==> src/rtl/axi_burst_sched_if.sv <==
// AXI address-channel and write-response signals seen by the burst scheduler.
// The master modport is the scheduler side; the slave modport is the interconnect side.
interface axi_burst_sched_if #(
  parameter int ADDR_WIDTH = 32
);
  logic                  o_rd_addr_vld;
  logic [ADDR_WIDTH-1:0] o_rd_addr;
  logic                  i_rd_addr_rdy;
  logic                  o_wr_addr_vld;
  logic [ADDR_WIDTH-1:0] o_wr_addr;
  logic                  i_wr_addr_rdy;
  logic                  i_wr_resp_vld;
  logic [1:0]            i_wr_resp;

  modport master (
    output o_rd_addr_vld, o_rd_addr, o_wr_addr_vld, o_wr_addr,
    input  i_rd_addr_rdy, i_wr_addr_rdy, i_wr_resp_vld, i_wr_resp
  );

  modport slave (
    input  o_rd_addr_vld, o_rd_addr, o_wr_addr_vld, o_wr_addr,
    output i_rd_addr_rdy, i_wr_addr_rdy, i_wr_resp_vld, i_wr_resp
  );
endinterface

==> src/rtl/axi_burst_sched.sv <==
// Issues NUM read bursts and matching write bursts, bounds reads in flight by a
// credit limit, counts write responses and reports completion plus sticky errors.
module axi_burst_sched #(
  parameter int ADDR_WIDTH      = 32,
  parameter int CNT_WIDTH       = 8,
  parameter int BURST_BYTES     = 8,
  parameter int MAX_OUTSTANDING = 2
) (
  input  logic                  clk,
  input  logic                  rst,
  input  logic                  i_start,
  input  logic [ADDR_WIDTH-1:0] i_rd_base,
  input  logic [ADDR_WIDTH-1:0] i_wr_base,
  input  logic [CNT_WIDTH-1:0]  i_num_bursts,
  output logic                  o_busy,
  output logic                  o_done,
  output logic                  o_err,
  axi_burst_sched_if.master     axi
);

  localparam int CW1 = CNT_WIDTH + 1;
  localparam logic [ADDR_WIDTH-1:0] STRIDE  = ADDR_WIDTH'(BURST_BYTES);
  localparam logic [CW1-1:0]        MAX_OUT = CW1'(MAX_OUTSTANDING);

  typedef enum logic [1:0] {
    S_IDLE = 2'd0,
    S_RUN  = 2'd1,
    S_DONE = 2'd2
  } state_t;

  state_t                state_q, state_d;
  logic [CNT_WIDTH-1:0]  ar_cnt_q, ar_cnt_d;
  logic [CNT_WIDTH-1:0]  aw_cnt_q, aw_cnt_d;
  logic [CNT_WIDTH-1:0]  b_cnt_q, b_cnt_d;
  logic [CNT_WIDTH-1:0]  num_q, num_d;
  logic [ADDR_WIDTH-1:0] rd_base_q, rd_base_d;
  logic [ADDR_WIDTH-1:0] wr_base_q, wr_base_d;
  logic                  rd_vld_q, rd_vld_d;
  logic [ADDR_WIDTH-1:0] rd_addr_q, rd_addr_d;
  logic                  wr_vld_q, wr_vld_d;
  logic [ADDR_WIDTH-1:0] wr_addr_q, wr_addr_d;
  logic                  err_q, err_d;

  logic                  ar_hs;
  logic                  aw_hs;
  logic [CW1-1:0]        outstanding;

  always_ff @(posedge clk) begin
    if (rst) begin
      state_q   <= S_IDLE;
      ar_cnt_q  <= '0;
      aw_cnt_q  <= '0;
      b_cnt_q   <= '0;
      num_q     <= '0;
      rd_base_q <= '0;
      wr_base_q <= '0;
      rd_vld_q  <= 1'b0;
      rd_addr_q <= '0;
      wr_vld_q  <= 1'b0;
      wr_addr_q <= '0;
      err_q     <= 1'b0;
    end else begin
      state_q   <= state_d;
      ar_cnt_q  <= ar_cnt_d;
      aw_cnt_q  <= aw_cnt_d;
      b_cnt_q   <= b_cnt_d;
      num_q     <= num_d;
      rd_base_q <= rd_base_d;
      wr_base_q <= wr_base_d;
      rd_vld_q  <= rd_vld_d;
      rd_addr_q <= rd_addr_d;
      wr_vld_q  <= wr_vld_d;
      wr_addr_q <= wr_addr_d;
      err_q     <= err_d;
    end
  end

  always_comb begin
    state_d   = state_q;
    ar_cnt_d  = ar_cnt_q;
    aw_cnt_d  = aw_cnt_q;
    b_cnt_d   = b_cnt_q;
    num_d     = num_q;
    rd_base_d = rd_base_q;
    wr_base_d = wr_base_q;
    rd_vld_d  = rd_vld_q;
    rd_addr_d = rd_addr_q;
    wr_vld_d  = wr_vld_q;
    wr_addr_d = wr_addr_q;
    err_d     = err_q;

    ar_hs       = rd_vld_q & axi.i_rd_addr_rdy;
    aw_hs       = wr_vld_q & axi.i_wr_addr_rdy;
    outstanding = {1'b0, ar_cnt_q} - {1'b0, b_cnt_q};

    case (state_q)
      S_IDLE: begin
        if (axi.i_wr_resp_vld) begin
          err_d = 1'b1;
        end
        // An accepted start wins over a stray response in the same cycle.
        if (i_start) begin
          ar_cnt_d  = '0;
          aw_cnt_d  = '0;
          b_cnt_d   = '0;
          num_d     = i_num_bursts;
          rd_base_d = i_rd_base;
          wr_base_d = i_wr_base;
          err_d     = 1'b0;
          state_d   = (i_num_bursts == '0) ? S_DONE : S_RUN;
        end
      end

      S_RUN: begin
        if (rd_vld_q) begin
          if (ar_hs) begin
            rd_vld_d = 1'b0;
            ar_cnt_d = ar_cnt_q + 1'b1;
          end
        end else if ((ar_cnt_q < num_q) && (outstanding < MAX_OUT)) begin
          rd_vld_d  = 1'b1;
          rd_addr_d = rd_base_q + ADDR_WIDTH'(ar_cnt_q) * STRIDE;
        end

        // A write burst is only offered once its read burst has been accepted.
        if (wr_vld_q) begin
          if (aw_hs) begin
            wr_vld_d = 1'b0;
            aw_cnt_d = aw_cnt_q + 1'b1;
          end
        end else if (aw_cnt_q < ar_cnt_q) begin
          wr_vld_d  = 1'b1;
          wr_addr_d = wr_base_q + ADDR_WIDTH'(aw_cnt_q) * STRIDE;
        end

        // b_cnt never exceeds aw_cnt, so a same-cycle AW handshake always covers this B.
        if (axi.i_wr_resp_vld) begin
          if ((b_cnt_q < aw_cnt_q) || aw_hs) begin
            b_cnt_d = b_cnt_q + 1'b1;
          end else begin
            err_d = 1'b1;
          end
          if (axi.i_wr_resp != 2'b00) begin
            err_d = 1'b1;
          end
        end

        if (b_cnt_q == num_q) begin
          state_d  = S_DONE;
          rd_vld_d = 1'b0;
          wr_vld_d = 1'b0;
        end
      end

      S_DONE: begin
        state_d = S_IDLE;
        if (axi.i_wr_resp_vld) begin
          err_d = 1'b1;
        end
      end

      default: begin
        state_d = S_IDLE;
      end
    endcase
  end

  assign o_busy            = (state_q == S_RUN);
  assign o_done            = (state_q == S_DONE);
  assign o_err             = err_q;
  assign axi.o_rd_addr_vld = rd_vld_q;
  assign axi.o_rd_addr     = rd_addr_q;
  assign axi.o_wr_addr_vld = wr_vld_q;
  assign axi.o_wr_addr     = wr_addr_q;

endmodule

==> src/flat_wrapper.sv <==
// flat-port wrapper written by rule: the top's interface ports become plain ports
module axi_burst_sched_flat 
#(
  parameter int ADDR_WIDTH      = 32,
  parameter int CNT_WIDTH       = 8,
  parameter int BURST_BYTES     = 8,
  parameter int MAX_OUTSTANDING = 2
)
  (clk, rst, i_start, i_rd_base, i_wr_base, i_num_bursts, o_busy, o_done, o_err, axi_o_rd_addr_vld, axi_o_rd_addr, axi_o_wr_addr_vld, axi_o_wr_addr, axi_i_rd_addr_rdy, axi_i_wr_addr_rdy, axi_i_wr_resp_vld, axi_i_wr_resp);
  axi_burst_sched_if #(.ADDR_WIDTH(ADDR_WIDTH)) axi_i ();
  input  logic clk;
  input  logic rst;
  input  logic i_start;
  input  logic [ADDR_WIDTH-1:0] i_rd_base;
  input  logic [ADDR_WIDTH-1:0] i_wr_base;
  input  logic [CNT_WIDTH-1:0] i_num_bursts;
  output logic o_busy;
  output logic o_done;
  output logic o_err;
  output wire logic [$bits(axi_i.o_rd_addr_vld)-1:0] axi_o_rd_addr_vld;
  output wire logic [$bits(axi_i.o_rd_addr)-1:0] axi_o_rd_addr;
  output wire logic [$bits(axi_i.o_wr_addr_vld)-1:0] axi_o_wr_addr_vld;
  output wire logic [$bits(axi_i.o_wr_addr)-1:0] axi_o_wr_addr;
  input wire logic [$bits(axi_i.i_rd_addr_rdy)-1:0] axi_i_rd_addr_rdy;
  input wire logic [$bits(axi_i.i_wr_addr_rdy)-1:0] axi_i_wr_addr_rdy;
  input wire logic [$bits(axi_i.i_wr_resp_vld)-1:0] axi_i_wr_resp_vld;
  input wire logic [$bits(axi_i.i_wr_resp)-1:0] axi_i_wr_resp;
  assign axi_o_rd_addr_vld = axi_i.o_rd_addr_vld;
  assign axi_o_rd_addr = axi_i.o_rd_addr;
  assign axi_o_wr_addr_vld = axi_i.o_wr_addr_vld;
  assign axi_o_wr_addr = axi_i.o_wr_addr;
  assign axi_i.i_rd_addr_rdy = axi_i_rd_addr_rdy;
  assign axi_i.i_wr_addr_rdy = axi_i_wr_addr_rdy;
  assign axi_i.i_wr_resp_vld = axi_i_wr_resp_vld;
  assign axi_i.i_wr_resp = axi_i_wr_resp;
  axi_burst_sched #(.ADDR_WIDTH(ADDR_WIDTH), .CNT_WIDTH(CNT_WIDTH), .BURST_BYTES(BURST_BYTES), .MAX_OUTSTANDING(MAX_OUTSTANDING)) u_core (.clk(clk), .rst(rst), .i_start(i_start), .i_rd_base(i_rd_base), .i_wr_base(i_wr_base), .i_num_bursts(i_num_bursts), .o_busy(o_busy), .o_done(o_done), .o_err(o_err), .axi(axi_i));
endmodule
==> config.mk <==
export PLATFORM = sky130hd
export DESIGN_NAME = axi_burst_sched_flat
export DESIGN_NICKNAME = d
export VERILOG_FILES = /design/src/rtl/axi_burst_sched_if.sv /design/src/rtl/axi_burst_sched.sv /design/src/flat_wrapper.sv
export SDC_FILE = /design/constraint.sdc
export NUM_CORES = 1
export LEC_CHECK = 0
export CAP_MARGIN = 20
export CORE_UTILIZATION = 30
export CTS_BUF_LIST = sky130_fd_sc_hd__clkbuf_4 sky130_fd_sc_hd__clkbuf_8 sky130_fd_sc_hd__clkbuf_16
export CTS_CLUSTER_DIAMETER = 80
export DETAILED_ROUTE_END_ITERATION = 10
export GPL_ROUTABILITY_DRIVEN = 1
export MAX_ROUTING_LAYER = met4
export RECOVER_POWER = 100
export SYNTH_ARGS = -nofsm -noshare
export SYNTH_HDL_FRONTEND = slang
export SYNTH_SLANG_ARGS = --single-unit
==> constraint.sdc <==
create_clock -name clk -period 7.7 [get_ports clk]
set_input_delay 1.54 -clock clk [delete_from_list [all_inputs] [get_ports clk]]
set_output_delay 1.54 -clock clk [all_outputs]
set_load 0.01 [all_outputs]
## Yosys cells after proc, flatten, opt, wreduce, memory -nomap -nowiden

Index checks and enable logic that the tools add are counted.

- Register bits after elaboration: 165
- Input port bits: 80
- Word-level logic and storage cells: 81

- Add/sub/neg operators: 6
- $lt $le $gt $ge: 4
- Equality and inequality tests: 12
- Mux-type cells: 28
- Bitwise gates (word level): 4
- Reduce and logical (&&, ||, !) cells: 15

Operators with widths:

| kind | number |
|---|---|
| 32-bit by 11-bit adder with 32-bit output | 2 |
| 8-bit 2-to-1 mux | 7 |
| 8-bit case mux with 2 select lines | 3 |
| 8-bit by 1-bit adder with 8-bit output, second input constant | 3 |
| 8-bit less-than comparator | 3 |
| 2-bit by 1-bit inequality test with 1-bit output, second input constant | 7 |
| 1-bit 2-to-1 mux | 13 |
| 4-bit AND reduction | 3 |
| 9-bit by 2-bit less-than comparator with 1-bit output, second input constant | 1 |
| 3-bit AND reduction | 3 |
| 8-bit by 8-bit subtractor with 9-bit output | 1 |
| 8-bit equality test | 1 |
| 8-bit zero test | 1 |
| 2-bit 2-to-1 mux | 3 |
| 2-bit case mux with 2 select lines | 1 |
| 2-bit AND reduction | 2 |
| 2-bit nonzero test | 2 |
| 3-bit inequality test, second input constant | 1 |
| 1-bit case mux with 3 select lines | 1 |
| 3-bit nonzero test | 1 |
| 1-bit AND | 2 |
| 2-bit by 1-bit equality test with 1-bit output, second input constant | 1 |
| 2-bit equality test, second input constant | 1 |
| 2-bit zero test | 1 |
| 4 further kinds | 5 |

## Depth between registers and ports, before layout

Gate-level depths: netlist of run 1.

- Word-level depth: 6
- Mapped depth: 11
- Mapped depth without buffers: 9

## Worst setup path after synthesis of run 1

Ideal clock, no wire load.

- Path type: input -> register
- Start point: input port axi_i_wr_addr_rdy
- End point: register u_core.err_q (netlist: u_core.o_err)
- Setup time: 0.103 ns
- Arrival: 2.719 ns
- Data required time: 7.597 ns
- Setup slack: 4.877 ns
- Cell stages on the path: 6
- Cells stage by stage: nand2_1 nand2_1 nor4_2 buf_2 o31ai_1 a2111oi_2

- Cells in the longest elaborated chain, start to end: 4

Ends and longest elaborated chain:

| item | line | RTL |
|---|---|---|
| from (decl) | flat_wrapper.sv:25 | `input wire logic [$bits(axi_i.i_wr_addr_rdy)-1:0] axi_i_wr_addr_rdy;` |
| 1-bit AND | axi_burst_sched.sv:93 | `aw_hs = wr_vld_q & axi.i_wr_addr_rdy;` |
| 1-bit logical OR | axi_burst_sched.sv:138 | `if ((b_cnt_q < aw_cnt_q) \|\| aw_hs) begin` |
| 3-bit inequality test (no source line) | -- |  |
| 3-bit AND reduction (no source line) | -- |  |
| to (signal assigned) | axi_burst_sched.sv:74 | `err_q <= err_d;` |
| to (decl) | axi_burst_sched.sv:42 | `logic err_q, err_d;` |

No other way between the ends.
A chain may end at the register's enable or synchronous reset.

## Worst setup path after layout of run 1

- Start point: register u_core.state_q[1]
- End point: register u_core.wr_addr_q[17] (netlist: u_core.axi.o_wr_addr[17])

- Cells in the longest elaborated chain, start to end: 2

Ends and longest elaborated chain:

| item | line | RTL |
|---|---|---|
| from (decl) | axi_burst_sched.sv:31 | `state_t state_q, state_d;` |
| from (signal assigned) | axi_burst_sched.sv:63 | `state_q <= state_d;` |
| 2-bit by 1-bit equality test with 1-bit output | axi_burst_sched.sv:96 | `case (state_q)` |
| 3-bit AND reduction (no source line) | -- |  |
| to (signal assigned) | axi_burst_sched.sv:73 | `wr_addr_q <= wr_addr_d;` |
| to (decl) | axi_burst_sched.sv:41 | `logic [ADDR_WIDTH-1:0] wr_addr_q, wr_addr_d;` |

No other way between the ends.

==> results of run 1 <==
## cell families after synthesis
logic type                 share of synthesized area [%]
AOI/OAI and AO/OA                                  22.35
xor gates and xnor gates                           5.932
adders and majority gates                          7.613
buffers and inverters                              5.599
DFF                                                36.68
muxes                                             0.8613
and+or+nand+nor                                    20.96
## routing by layer
metal / global-route usage (%) / wire length, um / share of wire, %
met2: 27.70 / 12050 / 46
met1: 23.36 / 12700 / 49
met3: 3.506 / 1220 / 4.7
met4: 4.167 / 200 / 0.76
met5: - / 0 / 0
## final cells by class
class,count,area [um^2]
tap,390,488.0
sequential,165,3303
clock inverter,10,83.83
timing repair buffer,160,1554
inverter,54,202.7
multi-input combinational,823,5186
clock buffer,19,446.7
fill,3050,18300
## state kept, by name (all words and copies together) (netlist names)
signal / count
u_core.o_err: 1
u_core.b_cnt_q: 8
u_core.wr_base_q: 32
u_core.ar_cnt_q: 8
u_core.axi.o_rd_addr_vld: 1
u_core.state_q: 2
u_core.aw_cnt_q: 8
u_core.axi.o_wr_addr_vld: 1
u_core.rd_base_q: 32
u_core.axi.o_wr_addr: 32
u_core.num_q: 8
u_core.axi.o_rd_addr: 32
## path summary, 6_finish.rpt
kind | cells after the start | to | startpoint | slack (ns)
worst min-delay path | 2 | u_core.axi.o_wr_addr[2] | u_core.axi.o_wr_addr[2] | 0.45
worst max-delay path | 9 | u_core.axi.o_wr_addr[17] | u_core.state_q[1] | 3.40
worst min register to register | 2 | u_core.axi.o_wr_addr[2] | u_core.axi.o_wr_addr[2] | 0.45
worst max register to register | 9 | u_core.axi.o_wr_addr[17] | u_core.state_q[1] | 3.40
## critical path: stages, from the launching register on
cell and delay [ns]:
dfxtp_1 0.31, inv_1 0.09, ha_1 0.54, inv_1 0.37, nor3_1 0.26, o21ai_0 0.16
nor2_1 1.26, clkbuf_1 0.86, nor2_1 0.07, a311oi_1 0.27
## where the power goes
group | total, W | switching, W | internal (W) | leakage (nW)
Clock | 0.000800 | 0.000352 | 0.000449 | 0.264
Combinational | 0.000399 | 0.000234 | 0.000165 | 2.52
Sequential | 0.000962 | 0.0000528 | 0.000909 | 1.34
Total | 0.00216 | 0.000639 | 0.00152 | 4.12
## placed cells by master (no fill, tap or decap), types with 7 or more instances in the layout
| cell | count |
|---|---|
| buf_4 | 9 |
| nand2_1 | 205 |
| dfxtp_1 | 165 |
| nand4_1 | 27 |
| o21ai_0 | 24 |
| or3_1 | 16 |
| a211oi_1 | 30 |
| xnor2_1 | 48 |
| o21a_1 | 7 |
| and3_1 | 9 |
| clkdlybuf4s50_1 | 75 |
| inv_1 | 54 |
| clkbuf_16 | 17 |
| a21oi_1 | 118 |
| nand3_1 | 24 |
| dlygate4sd3_1 | 72 |
| o31ai_1 | 19 |
| nor2_1 | 62 |
| a31oi_1 | 20 |
| xor2_1 | 13 |
| nor3_1 | 15 |
| o2111ai_1 | 8 |
| nor2b_1 | 7 |
| ha_1 | 50 |
| a21o_1 | 10 |
## per-stage QoR
stage	cell area, um^2	power [W]	std cells	hold WS [ns]	utilization (%)
2_1_floorplan	9006	0.001225	1111	0.4321	-
6_report	11260	0.002161	1621	0.4515	38.11
4_1_cts	11290	0.002196	1619	0.4565	38.20
5_1_grt	11260	0.002276	1621	0.4723	38.11
3_5_place_dp	10760	0.001392	1590	0.4474	36.41
3_3_place_gp	10760	0.001390	1590	0.4424	36.41
==> results by group, run 1 <==
Global routing
  • GRT Total Usage: between 15 and 20%
  • Largest net degree at the start of global routing: 74
  • Initial antenna violation count: 0
  • First-pass GRT wire length: 42210 um
  • GRT overflow: 0
  • Vias in the first global route: 7978

Clock network
  • Clk sinks: approximately 170
  • Clock Tree Buf Depth: 2
  • Post-CTS resize count: 0
  • Skew-Pair Late Insertion Delay: around 0.43 ns
  • Worst-path clk slew: ~0.07 ns
  • Root Buffer: clkbuf_16
  • H-tree Lvls: 4
  • Total CTS buffers: 17
  • CTS tree: done
  • Hold-fix buffers, CTS: 0
  • Post-CTS setup buffer count: 0

Synth
  • Register area share after synthesis: 36.68%
  • Yosys warns: 0
  • Mapped Area: 9006 um^2
  • Post-synth top area cell: dfxtp_1
  • Netlist cell types: 81
  • Count leader, synth: nand2_1
  • Asr flop ratio synth: 0%
  • Number of flops mapped to enable cells by yosys: 0
  • Cells after Synth: 1111
  • Syn nets: 1244
  • Avg Cell Area, Syn: 8.106 um^2
  • Top cells by count, synth: nand2_1, dfxtp_1, a21oi_1
  • Synth Register Bits: 165
  • Synth top area cells: dfxtp_1, nand2_1, ha_1, a21oi_1, xnor2_1
  • Yosys top cell area share: 36.68%
  • Main flop type after synthesis: dfxtp_1

Drt
  • # DRC: 0
  • DR iter-0 viols: 468
  • Routed wire per std cell: 16.14 um
  • Routed via count: 8255
  • Vias per cell: a little over 5
  • DR pass1 iterations: 7
  • Routed wire length: 26170 um
  • Antenna Nets Post-Route: 0

Timing
  • Setup TNS: 0 ns
  • Final Max Slew Viols: 74
  • Slew HR: -24.28%
  • Worst setup margin: around 3.4 ns
  • Hold Fails Final Rpt: 0
  • Worst slew pin tran: around 1.8 ns
  • RSZ-0062 raised after global routing: no
  • Tmin final: 4.297 ns
  • Clk_skew: 0.01262 ns
  • Max Clk Rate: ~230 MHz
  • Period Utilization, post-route: 55.81%
  • Setup violators final: 0

Finish
  • Antenna diode count: 0
  • Syn-to-layout area delta: 25.08%
  • Layout cells sized above 1: 5.524%
  • Final nets: 1354

Setup path
  • CP endpoint kind: flip-flop
  • Worst path required time: 8.04 ns
  • Max FO, Critical Path: 27
  • CP Class: reg2reg
  • Critical Path AT: between 4 and 5 ns
  • Crit start category: flip-flop

Floorplan
  • Chip height: between 150 and 200 um
  • Die width: 175.3 um
  • Ports: 149
  • Starting Density: 30.47%
  • Core ar.: roughly 30000 um^2
  • Die ar.: 30720 um^2
  • Rows: 63

Placed design
  • Gpl congestion: 0.8671
  • Port Buf Inserts: between 100 and 150
  • HPWL after DPL: 18520 um
  • Pre-CTS setup slack: 3.852 ns

Worst hold path
  • Worst Hold Class: reg2reg

Power
  • Cell Pwr Density: 191.9 nW/um^2
  • Leak: 4.124 nW
  • VDD IR max: 0.0001571 V

Flow run
  • Max-cap violations: 3

Status
  • Status: finished with violations
  • Failing checks: max-capacitance violations, max-slew violations
(Power assumes the default switching activity.)
==> run 2: changes to the inputs <==
==> constraint.sdc (replaced) <==
create_clock -name clk -period 4.3 [get_ports clk]
set_input_delay 0.86 -clock clk [delete_from_list [all_inputs] [get_ports clk]]
set_output_delay 0.86 -clock clk [all_outputs]
set_load 0.01 [all_outputs]
==> run 2 against run 1 <==
  * The run still ends with max-capacitance violations, max-slew violations left
  * Die area stayed put
  * Final area is 0.47% higher
  * Core utilization is 0.18 points higher
  * Sequential share of layout area is 0.14 points lower
  * Power is 82% higher
  * Clock power is 88% higher
  * Combinational power is 78% higher
  * Largest power group unchanged
==> results by group, run 2 (same netlist as run 1, synthesis figures left out) <==
Timing
  • RSZ-0062 raised after global routing: no (unchanged)
  • Clk_skew: 0.01220 ns (was 0.01262 ns)
  • Max Clk Rate: 284.1 MHz (was 232.7 MHz)
  • Tmin final: 3.520 ns (was 4.297 ns)
  • Setup TNS: 0 ns (unchanged)
  • Final Max Slew Viols: 107 (was 74)
  • Worst slew pin tran: 1.843 ns (was 1.847 ns)
  • Period Utilization, post-route: 81.87% (was 55.81%)
  • Hold Fails Final Rpt: 0 (unchanged)
  • Slew HR: -22.94% (was -24.28%)
  • Setup violators final: 0 (unchanged)

Drt
  • DR iter-0 viols: 493 (was 468)
  • Routed wire per std cell: 16.04 um (was 16.14 um)
  • Antenna Nets Post-Route: 0 (unchanged)
  • Vias per cell: 5.079 (was 5.093)
  • Routed wire length: 26090 um (was 26170 um)
  • # DRC: 0 (unchanged)
  • Routed via count: 8258 (was 8255)
  • DR pass1 iterations: 7 (unchanged)

Floorplan
  • Chip height: 175.3 um (unchanged)
  • Die ar.: 30720 um^2 (unchanged)
  • Core ar.: 29560 um^2 (unchanged)
  • Ports: 149 (unchanged)
  • Die width: 175.3 um (unchanged)
  • Rows: 63 (unchanged)
  • Starting Density: 30.47% (unchanged)

Setup path
  • Reg2reg path depth: 9 (unchanged)
  • Crit path max-delay cell type: clkbuf_1 (was nor2_1)
  • Worst-path cell chain: inv_1 > ha_1 > a21oi_1 > o21ai_2 > a31oi_1 > mux2_4 > nor3_2 > clkbuf_1 > mux2_1 (was inv_1 > ha_1 > inv_1 > nor3_1 > o21ai_0 > nor2_1 > clkbuf_1 > nor2_1 > a311oi_1)
  • CP Class: reg2reg (unchanged)
  • Crit start category: flip-flop (unchanged)
  • Max FO, Critical Path: 20 (was 27)
  • CP endpoint kind: flip-flop (unchanged)
  • CP peak stage delay: 0.76 ns (was 1.26 ns)
  • Critical Path AT: 3.83 ns (was 4.64 ns)
  • Worst path required time: 4.61 ns (was 8.04 ns)

Placed design
  • Placed Area: 10790 um^2 (was 10760 um^2)
  • HPWL after DPL: 18770 um (was 18520 um)
  • Placed Instances: 1594 (was 1590)
  • Port Buf Inserts: 148 (unchanged)
  • Gpl congestion: 0.8445 (was 0.8671)

Finish
  • Design area: 11320 um^2 (was 11260 um^2)
  • Antenna diode count: 0 (unchanged)
  • Commonest non-fill, non-tap cells in the layout: nand2_1, dfxtp_1, a21oi_1, clkdlybuf4s50_1, dlygate4sd3_1 (unchanged)
  • Layout cells sized above 1: 5.744% (was 5.524%)
  • Most common cell after layout, fill and taps aside: nand2_1 (unchanged)
  • Final nets: 1356 (was 1354)
  • Syn-to-layout area delta: 25.66% (was 25.08%)
  • Final Non-Filler Cells: 1626 (was 1621)
  • Util after Layout: 38.29% (was 38.11%)

Clock network
  • CTS tree: done (unchanged)
  • Hold-fix buffers, CTS: 0 (unchanged)
  • Post-CTS resize count: 0 (unchanged)
  • Total CTS buffers: 17 (unchanged)
  • Root Buffer: clkbuf_16 (unchanged)
  • Skew-Pair Late Insertion Delay: 0.43 ns (about the same)
  • Clock Tree Buf Depth: 2 (unchanged)
  • Clk sinks: 165 (unchanged)
  • Post-CTS setup buffer count: 0 (unchanged)
  • H-tree Lvls: 4 (unchanged)
  • Worst-path clk slew: 0.07 ns (about the same)

Power
  • VDD IR max: 0.0002416 V (was 0.0001571 V)
  • Total power: 0.003938 W (was 0.002161 W)
  • Cell Pwr Density: 347.9 nW/um^2 (was 191.9 nW/um^2)
  • Leak: 4.151 nW (was 4.124 nW)

Status
  • Status: finished with violations (unchanged)
  • Failing checks: max-capacitance violations, max-slew violations (unchanged)

Global routing
  • First-pass GRT wire length: 42030 um (was 42210 um)
  • Initial antenna violation count: 0 (unchanged)
  • Vias in the first global route: 7851 (was 7978)
  • GRT Total Usage: 17.65% (was 17.69%)
  • GRT overflow: 0 (unchanged)
  • Largest net degree at the start of global routing: 73 (was 74)

Worst hold path
  • Worst Hold Class: reg2reg (unchanged)
  • Hold path cells: 2 (unchanged)

Flow run
  • Max-cap violations: 2 (was 3)
-- run 2: cell count changes in the layout (fill, tap and decap cells not counted), moves of 2 or more --
cell and change:
buf_4 +2, clkinv_2 -3, inv_6 +4, clkinv_4 +2, a211oi_2 -4, a211oi_1 +4
-- run 2: final timing paths --
check             slack [ns]                    start                        to
setup / recovery        0.78        u_core.b_cnt_q[2]  u_core.axi.o_rd_addr[16]
setup reg to reg        0.78        u_core.b_cnt_q[2]  u_core.axi.o_rd_addr[16]
hold / removal          0.45  u_core.axi.o_wr_addr[6]   u_core.axi.o_wr_addr[6]
hold reg to reg         0.45  u_core.axi.o_wr_addr[6]   u_core.axi.o_wr_addr[6]
-- run 2: per-layer routing --
metal | wire length [um] | track usage (%) | up-vias | share of wire [%]
li1 | - | - | 4173 | -
met1 | 12720 | 23.86 | 3840 | 49
met2 | 11830 | 27.45 | 218 | 45
met3 | 1187 | 2.684 | 27 | 4.6
met4 | 349 | 4.420 | 0 | 1.3
met5 | 0 | - | - | 0
-- run 2: stage by stage --
stage / hold slack [ns] / worst slack [ns]
5_1_grt: 0.4734 / 0.5788
2_1_floorplan: 0.4321 / 1.683
4_1_cts: 0.4539 / 1.164
3_5_place_dp: 0.4447 / 1.193
3_3_place_gp: 0.4395 / 1.225
6_report: 0.4495 / 0.7796
-- run 2: cell type report --
cell class                 count  area, um^2
multi-input combinational    823        5179
inverter                      54       202.7
fill                        3046       18240
sequential                   165        3303
clock buffer                  19       452.9
clock inverter                13       121.4
timing repair buffer         162        1570
tap                          390       488.0
-- run 2: worst max-delay path, delay by kind of cell (launching register included) --
kind | cells | cell delay, ns
AND/OR/NAND/NOR | 1 | 0.16
adder cells (fa/ha/maj) | 1 | 0.35
flip-flops | 1 | 0.58
multiplexers | 2 | 0.82
buffers and inverters | 2 | 0.85
AO/OA/AOI/OAI | 3 | 0.63
-- run 2: where the power goes --
| part | internal [W] | switching, W | leakage, nW |
|---|---|---|---|
| combinational | 0.000298 | 0.000414 | 2.53 |
| sequential | 0.00163 | 0.0000958 | 1.34 |
| clock | 0.000837 | 0.000666 | 0.281 |
